--- src/rtl/fpga_plb_cfg.sv ---
// fpga_plb_cfg -- programmable logic block with a streamed configuration loader.
//
// N_LC logic cells. Each cell has a K-input LUT, an optional registered
// output and a ripple carry chain. Configuration words arrive through a
// valid/ready loader. The loader fills a shadow copy of the configuration
// while the logic keeps running on the active copy. All cells then switch
// to the new configuration in one cycle.
//
// Optional feature: define FPGA_PLB_CFG_PARITY_EN to check even parity on
// every accepted word. A frame with any bad word is loaded but not committed.
// cfg_err_o reports the error. Without the macro, cfg_parity_i is ignored and
// cfg_err_o is held at 0.
//
// Ports:
//   clk_i         clock
//   reset_ni      asynchronous active-low reset
//   cfg_start_i   begin or restart a configuration frame
//   cfg_valid_i   config word valid
//   cfg_ready_o   loader accepting words (high only in LOAD)
//   cfg_data_i    config word: [2**K-1:0] table, [2**K] SYNC, [2**K+1] CARRY
//   cfg_parity_i  even parity over cfg_data_i (optional feature only)
//   cfg_done_o    one-cycle pulse while the commit happens
//   cfg_err_o     sticky frame parity error (optional feature only)
//   fcin_i        carry into cell 0
//   fcout_o       carry out of cell N_LC-1
//   dffe_i        flip-flop enable shared by all cells
//   lut_i         cell n LUT inputs at [n*K +: K]
//   plb_lcs_o     cell outputs
module fpga_plb_cfg #(
    parameter int N_LC = 8,
    parameter int K    = 4,
    parameter int CW   = 2**K + 2
) (
    input  logic              clk_i,
    input  logic              reset_ni,
    input  logic              cfg_start_i,
    input  logic              cfg_valid_i,
    output logic              cfg_ready_o,
    input  logic [CW-1:0]     cfg_data_i,
    input  logic              cfg_parity_i,
    output logic              cfg_done_o,
    output logic              cfg_err_o,
    input  logic              fcin_i,
    output logic              fcout_o,
    input  logic              dffe_i,
    input  logic [N_LC*K-1:0] lut_i,
    output logic [N_LC-1:0]   plb_lcs_o
);

    localparam int TW    = 2**K;
    localparam int CNT_W = (N_LC > 1) ? $clog2(N_LC) : 1;
    localparam logic [CNT_W-1:0] LAST_IDX = CNT_W'(N_LC - 1);

    typedef enum logic [1:0] {IDLE, LOAD, COMMIT} state_t;

    state_t           state_reg;
    logic [CNT_W-1:0] cnt_reg;
    logic             ready_reg;
    logic             done_reg;
    logic             err_reg;
    logic [CW-1:0]    shadow_reg [N_LC];
    logic [CW-1:0]    active_reg [N_LC];
    logic             ff_reg     [N_LC];
    logic [N_LC-1:0]  comb_bits;
    logic             word_bad;
    logic             take_word;

`ifdef FPGA_PLB_CFG_PARITY_EN
    assign word_bad = ^{cfg_data_i, cfg_parity_i};
`else
    logic unused_parity;
    assign unused_parity = cfg_parity_i;
    assign word_bad      = 1'b0;
`endif

    // A restart takes priority over a word offered in the same cycle.
    assign take_word   = ready_reg & cfg_valid_i & ~cfg_start_i;
    assign cfg_ready_o = ready_reg;
    assign cfg_done_o  = done_reg;
    assign cfg_err_o   = err_reg;

    // Loader FSM. done_reg is high exactly during COMMIT when the frame was
    // clean, and it also gates the shadow-to-active copy.
    always_ff @(posedge clk_i or negedge reset_ni) begin
        if (!reset_ni) begin
            state_reg <= IDLE;
            cnt_reg   <= '0;
            ready_reg <= 1'b0;
            done_reg  <= 1'b0;
            err_reg   <= 1'b0;
        end else begin
            done_reg <= 1'b0;
            case (state_reg)
                IDLE: begin
                    if (cfg_start_i) begin
                        state_reg <= LOAD;
                        cnt_reg   <= '0;
                        ready_reg <= 1'b1;
                        err_reg   <= 1'b0;
                    end
                end
                LOAD: begin
                    if (cfg_start_i) begin
                        cnt_reg <= '0;
                        err_reg <= 1'b0;
                    end else if (take_word) begin
                        if (word_bad) begin
                            err_reg <= 1'b1;
                        end
                        if (cnt_reg == LAST_IDX) begin
                            state_reg <= COMMIT;
                            ready_reg <= 1'b0;
                            cnt_reg   <= '0;
                            done_reg  <= ~(err_reg | word_bad);
                        end else begin
                            cnt_reg <= cnt_reg + 1'b1;
                        end
                    end
                end
                default: begin
                    state_reg <= IDLE;
                end
            endcase
        end
    end

    // Carry chain and LUT lookups. A sequential walk avoids a vector that
    // depends on its own lower bits.
    always_comb begin
        logic            c;
        logic [K-1:0]    in_v;
        logic [K-1:0]    addr;
        logic [TW-1:0]   tbl;
        c         = fcin_i;
        comb_bits = '0;
        in_v      = '0;
        addr      = '0;
        tbl       = '0;
        for (int n = 0; n < N_LC; n++) begin
            in_v = lut_i[n*K +: K];
            tbl  = active_reg[n][TW-1:0];
            if (active_reg[n][TW+1]) begin
                // Carry mode: the top LUT input is replaced by carry-in so the
                // table can form the sum bit.
                addr         = {c, in_v[K-2:0]};
                comb_bits[n] = tbl[addr];
                c            = (in_v[0] & in_v[1]) | (c & (in_v[0] ^ in_v[1]));
            end else begin
                addr         = in_v;
                comb_bits[n] = tbl[addr];
            end
        end
        fcout_o = c;
    end

    for (genvar gi = 0; gi < N_LC; gi++) begin : g_cell
        always_ff @(posedge clk_i or negedge reset_ni) begin
            if (!reset_ni) begin
                shadow_reg[gi] <= '0;
                active_reg[gi] <= '0;
                ff_reg[gi]     <= 1'b0;
            end else begin
                if (take_word && (cnt_reg == CNT_W'(gi))) begin
                    shadow_reg[gi] <= cfg_data_i;
                end
                if (done_reg) begin
                    active_reg[gi] <= shadow_reg[gi];
                end
                // The cell flip-flop is independent of the loader, so its
                // contents survive a commit.
                if (dffe_i) begin
                    ff_reg[gi] <= comb_bits[gi];
                end
            end
        end

        assign plb_lcs_o[gi] = active_reg[gi][TW] ? ff_reg[gi] : comb_bits[gi];
    end

endmodule

--- config.mk ---
export PLATFORM = sky130hd
export DESIGN_NAME = fpga_plb_cfg
export DESIGN_NICKNAME = d
export VERILOG_FILES = /design/src/rtl/fpga_plb_cfg.sv
export SDC_FILE = /design/constraint.sdc
export NUM_CORES = 1
export LEC_CHECK = 0
export CORE_MARGIN = 2
export CORE_UTILIZATION = 55
export CTS_CLUSTER_SIZE = 28
export DETAILED_ROUTE_END_ITERATION = 10
export MAX_ROUTING_LAYER = met4
export PLACE_DENSITY_LB_ADDON = 0.05
export SYNTH_ARGS = -nofsm -noshare
export SYNTH_HDL_FRONTEND = slang
export SYNTH_SLANG_ARGS = --single-unit
--- constraint.sdc ---
create_clock -name clk_i -period 2.7 [get_ports clk_i]
set_input_delay 0.27 -clock clk_i [delete_from_list [all_inputs] [get_ports clk_i]]
set_output_delay 0.27 -clock clk_i [all_outputs]
set_load 0.01 [all_outputs]
* Yosys cells after proc, flatten, opt, wreduce, memory -nomap -nowiden
Index checks and enable logic that the tools add are counted.
Word-level totals: memories kept 0, bits in registers 303, logic and storage cells 182, bits in writable memories 0, memory bits (read-only) 0, bits in latches 0, output and inout bits 12, input port bits 57
Operators by class: reductions and logical operators 14, bitwise logic cells 35, div/mod/pow operators 0, shift-type cells 0, multipliers 0, $add $sub $neg 1, equal/unequal tests 13, magnitude comparators 16, muxes and demuxes 75
Operators by type and width (number):
- $lt A4 B5 Y1 const B | 16
- $bmux W1 S4 | 16
- $mux W1 | 48
- $and A1 B1 Y1 | 18
- $eq A3 B3 Y1 const B | 4
- $mux W3 | 4
- $logic_and A1 B1 Y1 | 8
- $mux W2 | 4
- $ne A2 B2 Y1 const B | 4
- $or A1 B1 Y1 | 8
- $xor A1 B1 Y1 | 8
- $eq A3 B2 Y1 const B | 2
- $pmux W3 S2 | 1
- $reduce_and A5 Y1 | 1
- $pmux W2 S2 | 1
- $reduce_and A4 Y1 | 1
- $add A3 B1 Y3 const B | 1
- $eq A3 B1 Y1 const B | 1
- $logic_not A3 Y1 | 1
- $ne A3 B3 Y1 const B | 1
- $reduce_and A3 Y1 | 1
- $eq A2 B1 Y1 const B | 1
- $logic_not A2 Y1 | 1
- $pmux W1 S2 | 1
- other kinds (2) | 2

* Longest topological paths before layout
Gate-level depths: netlist of run 1.
depth after elaboration 26, mapped depth 7, mapped depth without buffers 7

* Worst setup path before layout of run 1
OpenSTA, ideal clock, no wires.
path kind input to output, from input port lut_i[0], to output port plb_lcs_o[1], data required time 2.430 ns, buffers on the path 0, arrival time 1.869 ns, stages 7, setup slack 0.561 ns, cell sequence ha_1 > nand2b_1 > a22oi_1 > nand2_1 > o21ai_0 > mux4_2 > mux2_2
Between the ends: cells in the longest elaborated chain, start to end 8, elaborated cells on any way between the ends 9, those cells by class mux: 5; bitwise: 4
RTL lines:
- start, declared | RTL line 46 | input logic [N_LC*K-1:0] lut_i,
- $xor A1 B1 Y1 | RTL line 147 | c = (in_v[0] & in_v[1]) | (c & (in_v[0] ^ in_v[1]));
- $and A1 B1 Y1 | RTL line 147
- $or A1 B1 Y1 (*) | RTL line 147
- $mux W1 (*) | RTL line 142 | if (active_reg[n][TW+1]) begin
- $bmux W1 S4 (*) | RTL line 146 | comb_bits[n] = tbl[addr];
- $mux W1 (not written as such) (*) | RTL line 146
- $mux W1 (*) | RTL line 142
- $mux W1 (*) | RTL line 177 | assign plb_lcs_o[gi] = active_reg[gi][TW] ? ff_reg[gi] : comb_bits[gi];
- end, declared | RTL line 47 | output logic [N_LC-1:0] plb_lcs_o
Every way passes the cells marked *; elsewhere a longest branch is shown, timed or not. The select of a mux whose other input is x is not followed.

* Worst setup path after layout of run 1
from register active_reg[143] in the netlist's numbering, to output port plb_lcs_o[2]
Between the ends: cells in the longest elaborated chain, start to end 8
RTL lines:
- start, declared | RTL line 62 | logic [CW-1:0] active_reg [N_LC];
- start signal, assigned by index | RTL line 167 | active_reg[gi] <= shadow_reg[gi];
- $mux W1 (*) | RTL line 142
- $and A1 B1 Y1 | RTL line 147
- $or A1 B1 Y1 | RTL line 147
- $mux W1 (*) | RTL line 142
- $bmux W1 S4 (*) | RTL line 146
- $mux W1 (not written as such) (*) | RTL line 146
- $mux W1 (*) | RTL line 142
- $mux W1 (*) | RTL line 177
Marks and branches as above.

==> summary.txt, run 1 <==
Drt
  • Via-per-instance ratio: 5.77
  • 1st-pass router iterations: 5
  • DR DRC count: 0
  • Top sig layer: met4
  • Routed Antenna Nets: 0
  • M1 WL: roughly 13000 um
  • Average wire per standard cell: roughly 23 um
  • DR vias: 7545
  • Metal3 WL: ~1400 um
  • DR WL met2: approximately 14000 um
  • Drt total wl: just under 30000 um
  • Iter 0 DRT Violations: around 350

STA
  • Final setup violation count: 0
  • Clock Skews: 8.37 ps
  • RSZ-0062 raised after global routing: yes
  • Least-Margin Pin Slew: roughly 810 ps
  • Max_slew headroom: 45.9%
  • Final Max Slew Viols: 0
  • Min Tclk post-route: about 2700 ps
  • Fmax: about 0.38 GHz
  • Setup WS post-layout: between 30 and 40 ps
  • Final Hold Fails: 0
  • Period utilisation layout: between 90% and 100%

Clock tree
  • Worst-case clock buffer depth: 3
  • Num CTS Buffers: 34
  • H-Tree Depth: 2
  • CTS tree: done
  • TritonCTS sink count: between 300 and 400
  • Clock transition at the registers of the reported paths: ~60 ps
  • Worst skew pair latency: ~500 ps
  • Root buf cell: clkbuf_16

Global routing
  • First-pass GRT wire length: roughly 46000 um
  • Number of global-route vias before repair: about 8100
  • Remaining global-route overflow: 0
  • Initial antenna violation count: 2
  • Total track usage: between 20% and 30%
  • Largest net degree at the start of global routing: 85

Placed design
  • I/O Buffers: 66
  • Post-Place Setup Slack: -616 ps
  • Placed insts: 1242
  • Post-place instance area: 14300 um^2
  • Routability Congestion: 0.823
  • Final HPWL DP: 18800 um

Final layout
  • Final Util: 68.8%
  • Final instance area: 15700 um^2
  • Non-Filler Instances: approximately 1300
  • Layout cell share with drive strength beyond 1: between 40% and 50%
  • Ant. Diodes: 0
  • Area Overhead vs Synth: 21.9%
  • Final nets: between 1000 and 1500

Yosys
  • Synth Area in XOR/XNOR: 0%
  • Post-synth EDFFs: 0
  • Synth top area cells: dfrtp_1 (59%), mux2_2 (25%), mux4_2 (4.9%)
  • Cell taking the most area after synthesis: dfrtp_1
  • Main combinational cell family by area after synthesis: multiplexers
  • Synth Area in Compound Gates: under 10%
  • Syn Nets: between 900 and 1000
  • Synth async-reset ratio: 100%
  • Post-synth top area share: 59.0%
  • Yosys warnings: 0
  • Cell count after synthesis: ~840
  • Mux contribution to synthesized area: 31.7%
  • Adder-cell share of the synthesized area: 1.36%
  • Netlist cell types: 49
  • Simple-gate share of the synthesized area: approximately 3%
  • Avg Synthesized Cell Area: roughly 15 um^2
  • Flops & latches, synth: about 300
  • Sequential share of the synthesized area: between 50 and 60%
  • Post-Synthesis Cell Area: approximately 13000 um^2
  • Top FF cell, synth: dfrtp_1

Floorplan
  • Initial Utilization: a little under three fifths
  • Number of I/O pins: 69
  • Core Rows: between 50 and 60
  • Die Wd: 157 um
  • Die Area: between 20000 and 25000 um^2
  • Core box area: ~23000 um^2
  • Die height: between 150 and 200 um

Critical path
  • Flop2flop setup slack: ~800 ps
  • Startpoint types: flop
  • Critical Path End Type: output port
  • Crit Path Max Fanout: 4
  • Kind of critical path: flop to output port
  • CP arrival: 2390 ps
  • Required time of the critical path: ~2400 ps

Power
  • P per Cell Area: a little over 700 nW/um^2
  • VDD IR max: roughly 0.57 mV
  • Leakage power: ~7.6 nW

Job
  • Max-cap violations: 0

Outcome
  • Status: complete, no violations

Worst hold path
  • Min-Delay Path Class: primary input to asynchronous set/reset pin
cell usage after synthesis, types with 2 or more instances:
| library cell | number |
|---|---|
| buf_2 | 10 |
| a31oi_1 | 6 |
| ha_1 | 14 |
| mux4_1 | 4 |
| a211oi_1 | 3 |
| nand2_1 | 36 |
| nor3_1 | 2 |
| mux2_2 | 291 |
| a21oi_1 | 6 |
| nor3b_1 | 3 |
| nor2_1 | 12 |
| clkbuf_1 | 16 |
| buf_1 | 3 |
| nand2b_1 | 4 |
| o211ai_1 | 3 |
| a311oi_1 | 3 |
| mux2i_1 | 6 |
| a22o_1 | 4 |
| o211a_1 | 2 |
| nand3_2 | 3 |
| and2_1 | 2 |
| dfrtp_1 | 303 |
| inv_1 | 13 |
| o41ai_1 | 2 |
| nor2b_1 | 7 |
| mux4_2 | 28 |
| o21ai_0 | 23 |
| o31ai_1 | 3 |
| nand3_1 | 3 |
critical path, cell delays in order, from the launching register on:
cell and delay, ps:
dfrtp_2 450, nand2b_4 100, a22oi_2 70, buf_4 160, o211ai_1 320, buf_4 190, nand3_2 50, a32o_2 290
o21ai_2 110, buf_2 140
power by group:
part / internal (mW) / leakage [nW] / total [mW] / switching (mW)
Sequential: 5.15 / 4.11 / 5.46 / 0.309
Clock: 3.02 / 0.591 / 4.80 / 1.78
Combinational: 0.647 / 2.92 / 1.12 / 0.469
Total: 8.82 / 7.62 / 11.4 / 2.55
final timing paths:
check,from,end,cells after the start
max,active_reg[143]$_DFFE_PN0P_,plb_lcs_o[2],9
min in group clk_i,ff_reg[0]$_DFFE_PN0P_,ff_reg[0]$_DFFE_PN0P_,2
max in group asynchronous,reset_ni,active_reg[130]$_DFFE_PN0P_,3
min,reset_ni,active_reg[103]$_DFFE_PN0P_,2
min reg2reg,ff_reg[0]$_DFFE_PN0P_,ff_reg[0]$_DFFE_PN0P_,2
max reg2reg,active_reg[143]$_DFFE_PN0P_,ff_reg[2]$_DFFE_PN0P_,8
metrics by stage:
stage               total power, mW  TNS (ps)  hold WS, ps
floorplan                      6.08         0        -25.6
global placement               6.52     -3360          310
detailed placement             6.64     -3620          333
CTS                            11.5     -65.1          405
global route                   11.9      -221          420
finish                         11.4         0          364
timing repair:
action,CTS,global route
pin swaps,11,13
gates resized for setup,54,28
buffers inserted,2,2
hold buffers,1,0
endpoints found under the hold margin,78,0
setup endpoints to repair,9,9
cell type report:
type	count	area, um^2
flip-flops and latches	303	7590
fillers	1582	7100
multi-input cells	489	5250
repair buffers	128	1200
clock buffers	53	1080
well taps	313	392
clock inverters	8	115
inverters	13	48.8
layer usage:
metal / GRT usage, % / vias up
met4: 7.69 / 0
li1: - / 3360
met3: 3.85 / 54
met2: 40.3 / 170
met5: - / -
met1: 36.0 / 3961
placed cells by master, fill, tap and decap left out, drive strengths merged, types with 2 or more instances in the layout:
cell type and instances:
a31oi 6, o41ai 2, nand3 6, a211oi 3, a22o 4, mux2i 6
mux2 291, nor2b 7, ha 14, clkinv 5, a21oi 6, nor3b 3
o21ai 23, nor2 13, nand2 36, and2 2, a21boi 2, a311oi 3
clkbuf 55, nand2b 4, o31ai 3, dfrtp 303, nor3 2, o211ai 3
clkdlybuf4s50 51, mux4 32, o211a 2, dlymetal6s2s 2, bufinv 3, buf 67
a2bb2oi 2, dlygate4sd2 4, inv 13
cell families (layout without fill, tap and decap cells):
kind of cell	count (synthesis)	after routing
flip-flops	303	303
multiplexers	329	329
AO/OA/AOI/OAI	68	68
other	1	1
AND/OR/NAND/NOR	77	77
buffers and inverters	43	202
adder cells (fa/ha/maj)	14	14
No activity file was read; power rests on OpenSTA's default activity.
==> run 2, diff against run 1 <==
Settings changed: PLACE_DENSITY_LB_ADDON 0.05 to 0.12, REMOVE_ABC_BUFFERS from default to 1.
==> summary.txt, run 2 (synthesized netlist as in run 1, its figures left out) <==
Critical path
  • Reg2reg start: cfg_ready_o$_DFFE_PN0P_
  • Crit. Startpoint: active_reg[89]$_DFFE_PN0P_
  • Kind of critical path: flop to output port
  • Startpoint types: flop
  • Crit Path Max Fanout: 5 (+1)
  • Required time of the critical path: 2430 ps (about the same)
  • R2R depth: 4 (-4)
  • CP arrival: 2360 ps (-30 ps)
  • Critical Path End Type: output port

Global routing
  • First-pass GRT wire length: 46800 um (+1.2%)
  • Remaining global-route overflow: 0 (unchanged)
  • Number of global-route vias before repair: 8307 (+3.1%)
  • Largest net degree at the start of global routing: 76 (-11%)
  • Total track usage: 26.1% (+0.14 points)
  • Initial antenna violation count: 1 (-1)

Drt
  • 1st-pass router iterations: 4 (-1)
  • Drt total wl: 29600 um (-0.17%)
  • DR DRC count: 0 (unchanged)
  • Via-per-instance ratio: 5.77 (-0.13%)
  • DR vias: 7535 (-0.13%)
  • Iter 0 DRT Violations: 374 (+5.9%)
  • Average wire per standard cell: 22.7 um (-0.17%)
  • Routed Antenna Nets: 0 (unchanged)

Power
  • Comb power frac: 10.0% (+0.2 points)
  • Seq pwr share: 48.6% (+0.6 points)
  • VDD IR max: 0.502 mV (-12%)
  • Clock network power share: 41.4% (-0.8 points)
  • P per Cell Area: 721 nW/um^2 (-0.72%)
  • P_sw: 2.56 mW (about the same)
  • Pint: 8.68 mW (-1.6%)
  • Sw Share: 22.7% (+0.29 points)
  • Leakage power: 7.61 nW (-0.17%)

Clock tree
  • TritonCTS sink count: 303 (unchanged)
  • Num CTS Buffers: 34 (unchanged)
  • CTS tree: done
  • Root buf cell: clkbuf_16
  • H-Tree Depth: 2 (unchanged)
  • Worst-case clock buffer depth: 3 (unchanged)
  • Clock transition at the registers of the reported paths: 60 ps (about the same)
  • Worst skew pair latency: 500 ps (about the same)

Floorplan
  • Core Rows: 55 (unchanged)
  • Core box area: 22800 um^2 (unchanged)
  • Number of I/O pins: 69 (unchanged)
  • Die height: 157 um (unchanged)
  • Die Area: 24600 um^2 (unchanged)
  • Die Wd: 157 um (unchanged)
  • Initial Utilization: 56.4% (unchanged)

STA
  • Max_slew headroom: 53.0% (+7.1 points)
  • Final Max Slew Viols: 0 (unchanged)
  • Final Hold Fails: 0 (unchanged)
  • Final setup violation count: 0 (unchanged)
  • Setup WS post-layout: 73.6 ps (+37.9 ps)
  • Fmax: 0.381 GHz (+1.4%)
  • Hold_ws: 357 ps (-6.60 ps)
  • Min Tclk post-route: 2630 ps (-37.9 ps)
  • Least-Margin Pin Slew: 703 ps (-106 ps)
  • Period utilisation layout: 97.3% (-1.4 points)
  • Clock Skews: 16.0 ps (+7.64 ps)
  • Total Neg Setup Slack: 0 ps (unchanged)

Final layout
  • Area Overhead vs Synth: 21.3%
  • Leading cell type in the layout, fill and taps excluded: dfrtp_1
  • Final nets: 1041 (+0.096%)
  • Layout cell share with drive strength beyond 1: 48.1% (unchanged)
  • Ant. Diodes: 0 (unchanged)
  • Final instance area: 15600 um^2 (-0.50%)
  • Commonest cells after routing, fill and taps aside: dfrtp_1 (302), mux2_2 (291), buf_4 (54)

Placed design
  • Final HPWL DP: 19200 um (+2.2%)
  • Post-Place Setup Slack: -761 ps (-145 ps)
  • Post-place instance area: 14300 um^2 (about the same)
  • I/O Buffers: 66 (unchanged)
  • Routability Congestion: 0.819 (-0.41%)

Worst hold path
  • Min-Delay Path Class: primary input to asynchronous set/reset pin

Job
  • Max-cap violations: 0 (unchanged)

Outcome
  • Status: complete, no violations
run 2: cell count changes in the layout (fill, tap and decap cells not counted), sizes merged:
cell / change
clkbuf: -5
clkinv: +1
buf: +1
inv: +1
dlygate4sd2: +2
clkdlybuf4s50: -3
dlymetal6s2s: +1
clkinvlp: +2
run 2: worst max-delay path: stages, from the launching register on:
cell and delay, ps:
dfrtp_1 380, buf_4 160, nand2_1 110, and3_1 200, a21boi_4 210, buf_6 130, o211ai_1 120, a21oi_1 180
a22o_1 140, clkdlybuf4s15_1 230
run 2: timing repair:
action	CTS	global route
setup buffers	2	2
endpoints found under the hold margin	69	0
setup endpoints to repair	9	7
resized for setup	55	24
pin swaps	12	14
hold buffers	1	0
run 2: path summary, 6_finish.rpt:
path | slack, ps | to
worst max-delay path | 70 | plb_lcs_o[6]
worst min-delay path | 360 | active_reg[95]$_DFFE_PN0P_
worst max register to register | 780 | shadow_reg[37]$_DFFE_PN0P_
worst min register to register | 480 | ff_reg[7]$_DFFE_PN0P_
max in group asynchronous | 1440 | active_reg[60]$_DFFE_PN0P_
min in group clk_i | 480 | ff_reg[7]$_DFFE_PN0P_
run 2: through the flow:
step / instances / utilization [%] / total power [mW]
4_1_cts: 1305 / 68.2 / 11.3
2_1_floorplan: 805 / - / 6.08
6_report: 1307 / 68.5 / 11.2
3_5_place_dp: 1242 / 62.7 / 6.66
3_3_place_gp: 1242 / 62.7 / 6.52
5_1_grt: 1307 / 68.5 / 11.7
run 2: power by group through the flow:
stage,clock network [mW],logic (mW),registers [mW]
floorplan,0,0.660,5.42
global placement,0,1.05,5.47
detailed placement,0,1.13,5.53
CTS,4.74,1.14,5.45
global route,4.93,1.23,5.52
finish,4.65,1.13,5.46
run 2: final cells by class:
type	count	area (um^2)
Fill cell	1603	7180
Tap cell	313	392
Clock inverter	12	144
Multi-Input combinational cell	489	5240
Timing Repair Buffer	129	1180
Clock buffer	48	1000
Inverter	13	48.8
Sequential cell	303	7590
run 2: per-layer routing:
layer / routed length, um / GRT usage (%) / vias to the layer above
li1: - / - / 3349
met1: 13100 / 35.0 / 3987
met2: 14500 / 42.1 / 153
met3: 1470 / 4.26 / 46
met4: 554 / 6.55 / 0
met5: 0 / - / -
==> run 3, diff against run 2 <==
Settings changed: CORE_MARGIN 2 to 10, PLACE_DENSITY_LB_ADDON 0.12 to 0.1.
==> summary.txt, run 3 (synthesized netlist as in run 1, its figures left out) <==
Outcome
  • Status: complete, no violations

Placed design
  • Post-place instance area: 14300 um^2 (about the same)
  • Routability Congestion: 0.858 (+4.7%)
  • I/O Buffers: 66 (unchanged)
  • Final HPWL DP: 19700 um (+2.6%)
  • Post-Place Setup Slack: -558 ps (+203 ps)

Floorplan
  • Die Wd: 173 um (+10%)
  • Core Rows: 55 (unchanged)
  • Die height: 173 um (+10%)
  • Number of I/O pins: 69 (unchanged)
  • Core box area: 22800 um^2 (+0.30%)
  • Initial Utilization: 56.3% (-0.17 points)
  • Die Area: 29900 um^2 (+21%)

Power
  • Seq pwr share: 48.6% (about the same)
  • VDD IR max: 0.495 mV (-1.4%)
  • Clock network power share: 41.3% (about the same)
  • Total power: 11.2 mW (-0.16%)
  • P_sw: 2.53 mW (-1.2%)
  • Sw Share: 22.5% (-0.23 points)
  • Pint: 8.70 mW (+0.14%)
  • Comb power frac: 10.1% (about the same)
  • P per Cell Area: 715 nW/um^2 (-0.84%)
  • Leakage power: 7.67 nW (+0.80%)

Critical path
  • Critical Path End Type: output port
  • Crit Path Max Fanout: 4 (-1)
  • Kind of critical path: flop to output port
  • CP max stage cell: mux4_2
  • CP arrival: 2420 ps (+60 ps)
  • CP dominant cell by count: buf_6
  • Startpoint types: flop
  • Worst path cell trace: buf_6, a22oi_2, nand2_1, o21ai_2, mux4_2, mux2_4, buf_6
  • Required time of the critical path: 2430 ps (about the same)
  • Crit-path max cell delay: 530 ps (+150 ps)

Global routing
  • Remaining global-route overflow: 0 (unchanged)
  • Number of global-route vias before repair: 8222 (-1.0%)
  • Largest net degree at the start of global routing: 72 (-5.3%)
  • Initial antenna violation count: 0 (-1)
  • First-pass GRT wire length: 47400 um (+1.4%)
  • Total track usage: 20.7% (-5.4 points)

Final layout
  • Final instance area: 15700 um^2 (+0.68%)
  • Fill count: 1599 (-0.25%)
  • Register area: 7590 um^2 (unchanged)
  • Area Overhead vs Synth: 22.2%
  • Ant. Diodes: 0 (unchanged)
  • Layout cell share with drive strength beyond 1: 48.7% (+0.60 points)
  • Leading cell type in the layout, fill and taps excluded: dfrtp_1
  • Final nets: 1043 (+0.19%)
  • Commonest cells after routing, fill and taps aside: dfrtp_1 (302), mux2_2 (290), buf_4 (53)
  • Multi-input combinational cell area: 5300 um^2 (+1.1%)

STA
  • Hold_ws: 323 ps (-34.4 ps)
  • Max_slew headroom: 45.9% (-7.1 points)
  • Min Tclk post-route: 2690 ps (+65.9 ps)
  • RSZ-0062 raised after global routing: yes
  • Clock Skews: 13.5 ps (-2.48 ps)
  • Least-Margin Pin Slew: 809 ps (+106 ps)
  • Setup WS post-layout: 7.68 ps (-65.9 ps)
  • Final Max Slew Viols: 0 (unchanged)
  • Final setup violation count: 0 (unchanged)
  • Total Neg Setup Slack: 0 ps (unchanged)
  • Fmax: 0.371 GHz (-2.4%)
  • Final Hold Fails: 0 (unchanged)
  • Period utilisation layout: 99.7% (+2.4 points)

Drt
  • Average wire per standard cell: 23.3 um (+2.7%)
  • 1st-pass router iterations: 4 (unchanged)
  • Drt total wl: 30400 um (+2.7%)
  • DR vias: 7537 (+0.027%)
  • Routed Antenna Nets: 0 (unchanged)
  • Via-per-instance ratio: 5.77 (about the same)
  • DR DRC count: 0 (unchanged)
  • Iter 0 DRT Violations: 521 (+39%)

Clock tree
  • Worst-case clock buffer depth: 3 (unchanged)
  • Root buf cell: clkbuf_16
  • Clock transition at the registers of the reported paths: 60 ps (about the same)
  • TritonCTS sink count: 303 (unchanged)
  • CTS tree: done
  • Num CTS Buffers: 34 (unchanged)
  • H-Tree Depth: 2 (unchanged)
  • Worst skew pair latency: 500 ps (about the same)

Job
  • Max-cap violations: 0 (unchanged)

Worst hold path
  • Min-Delay Path Class: primary input to asynchronous set/reset pin
-- run 3: cell type report --
| class | count | share of cell area (%) |
|---|---|---|
| Multi-Input combinational cell | 489 | 33.8 |
| Clock inverter | 7 | 0.542 |
| Clock buffer | 51 | 6.74 |
| Timing Repair Buffer | 131 | 7.86 |
| Sequential cell | 303 | 48.3 |
| Tap cell | 313 | 2.49 |
| Inverter | 13 | 0.311 |
-- run 3: worst max-delay path, delay by kind of cell, from the launching register on --
| family | cells | cell delay [ps] |
|---|---|---|
| mux | 2 | 830 |
| flops | 1 | 430 |
| compound gates | 2 | 280 |
| buf+inv | 2 | 260 |
| simple gates | 1 | 110 |
-- run 3: metal layers --
metal  part of all wire (%)  routed length, um  track usage [%]  vias to the layer above
met1                     44              13400             27.2                     3987
met5                      0                  0                -                        -
met2                     49              14800             32.2                      159
met4                    2.1                647             6.00                        0
met3                    5.2               1580             3.92                       39
li1                       -                  -                -                     3352
-- run 3: path summary, 6_finish.rpt --
kind / startpoint / endpoint / slack [ps] / cells past startpoint
setup / recovery: active_reg[143]$_DFFE_PN0P_ / plb_lcs_o[1] / 8 / 7
hold / removal: reset_ni / shadow_reg[98]$_DFFE_PN0P_ / 320 / 2
setup reg to reg: active_reg[143]$_DFFE_PN0P_ / ff_reg[6]$_DFFE_PN0P_ / 810 / 6
hold reg to reg: ff_reg[4]$_DFFE_PN0P_ / ff_reg[4]$_DFFE_PN0P_ / 480 / 2
max in group asynchronous: reset_ni / active_reg[22]$_DFFE_PN0P_ / 1590 / 3
min in group clk_i: ff_reg[4]$_DFFE_PN0P_ / ff_reg[4]$_DFFE_PN0P_ / 480 / 2
-- run 3: metrics by stage --
stage / utilization [%] / instances
6_report: 68.7 / 1307
3_3_place_gp: 62.6 / 1242
5_1_grt: 68.7 / 1307
4_1_cts: 68.0 / 1305
2_1_floorplan: - / 805
3_5_place_dp: 62.6 / 1242
-- run 3: repair_timing --
item / CTS / global route
gates resized for setup: 57 / 38
endpoints found under the hold margin: 66 / 0
endpoints found under the setup margin: 9 / 8
pin swaps: 12 / 17
gates cloned: 0 / 0
hold buffers: 1 / 0
setup buffers: 4 / 2
-- run 3: power groups by stage --
| stage | logic [mW] | registers [mW] | clock network [mW] |
|---|---|---|---|
| detailed placement | 1.11 | 5.53 | 0 |
| floorplan | 0.660 | 5.42 | 0 |
| CTS | 1.13 | 5.45 | 4.72 |
| global route | 1.24 | 5.52 | 4.91 |
| finish | 1.13 | 5.46 | 4.64 |
| global placement | 1.06 | 5.47 | 0 |
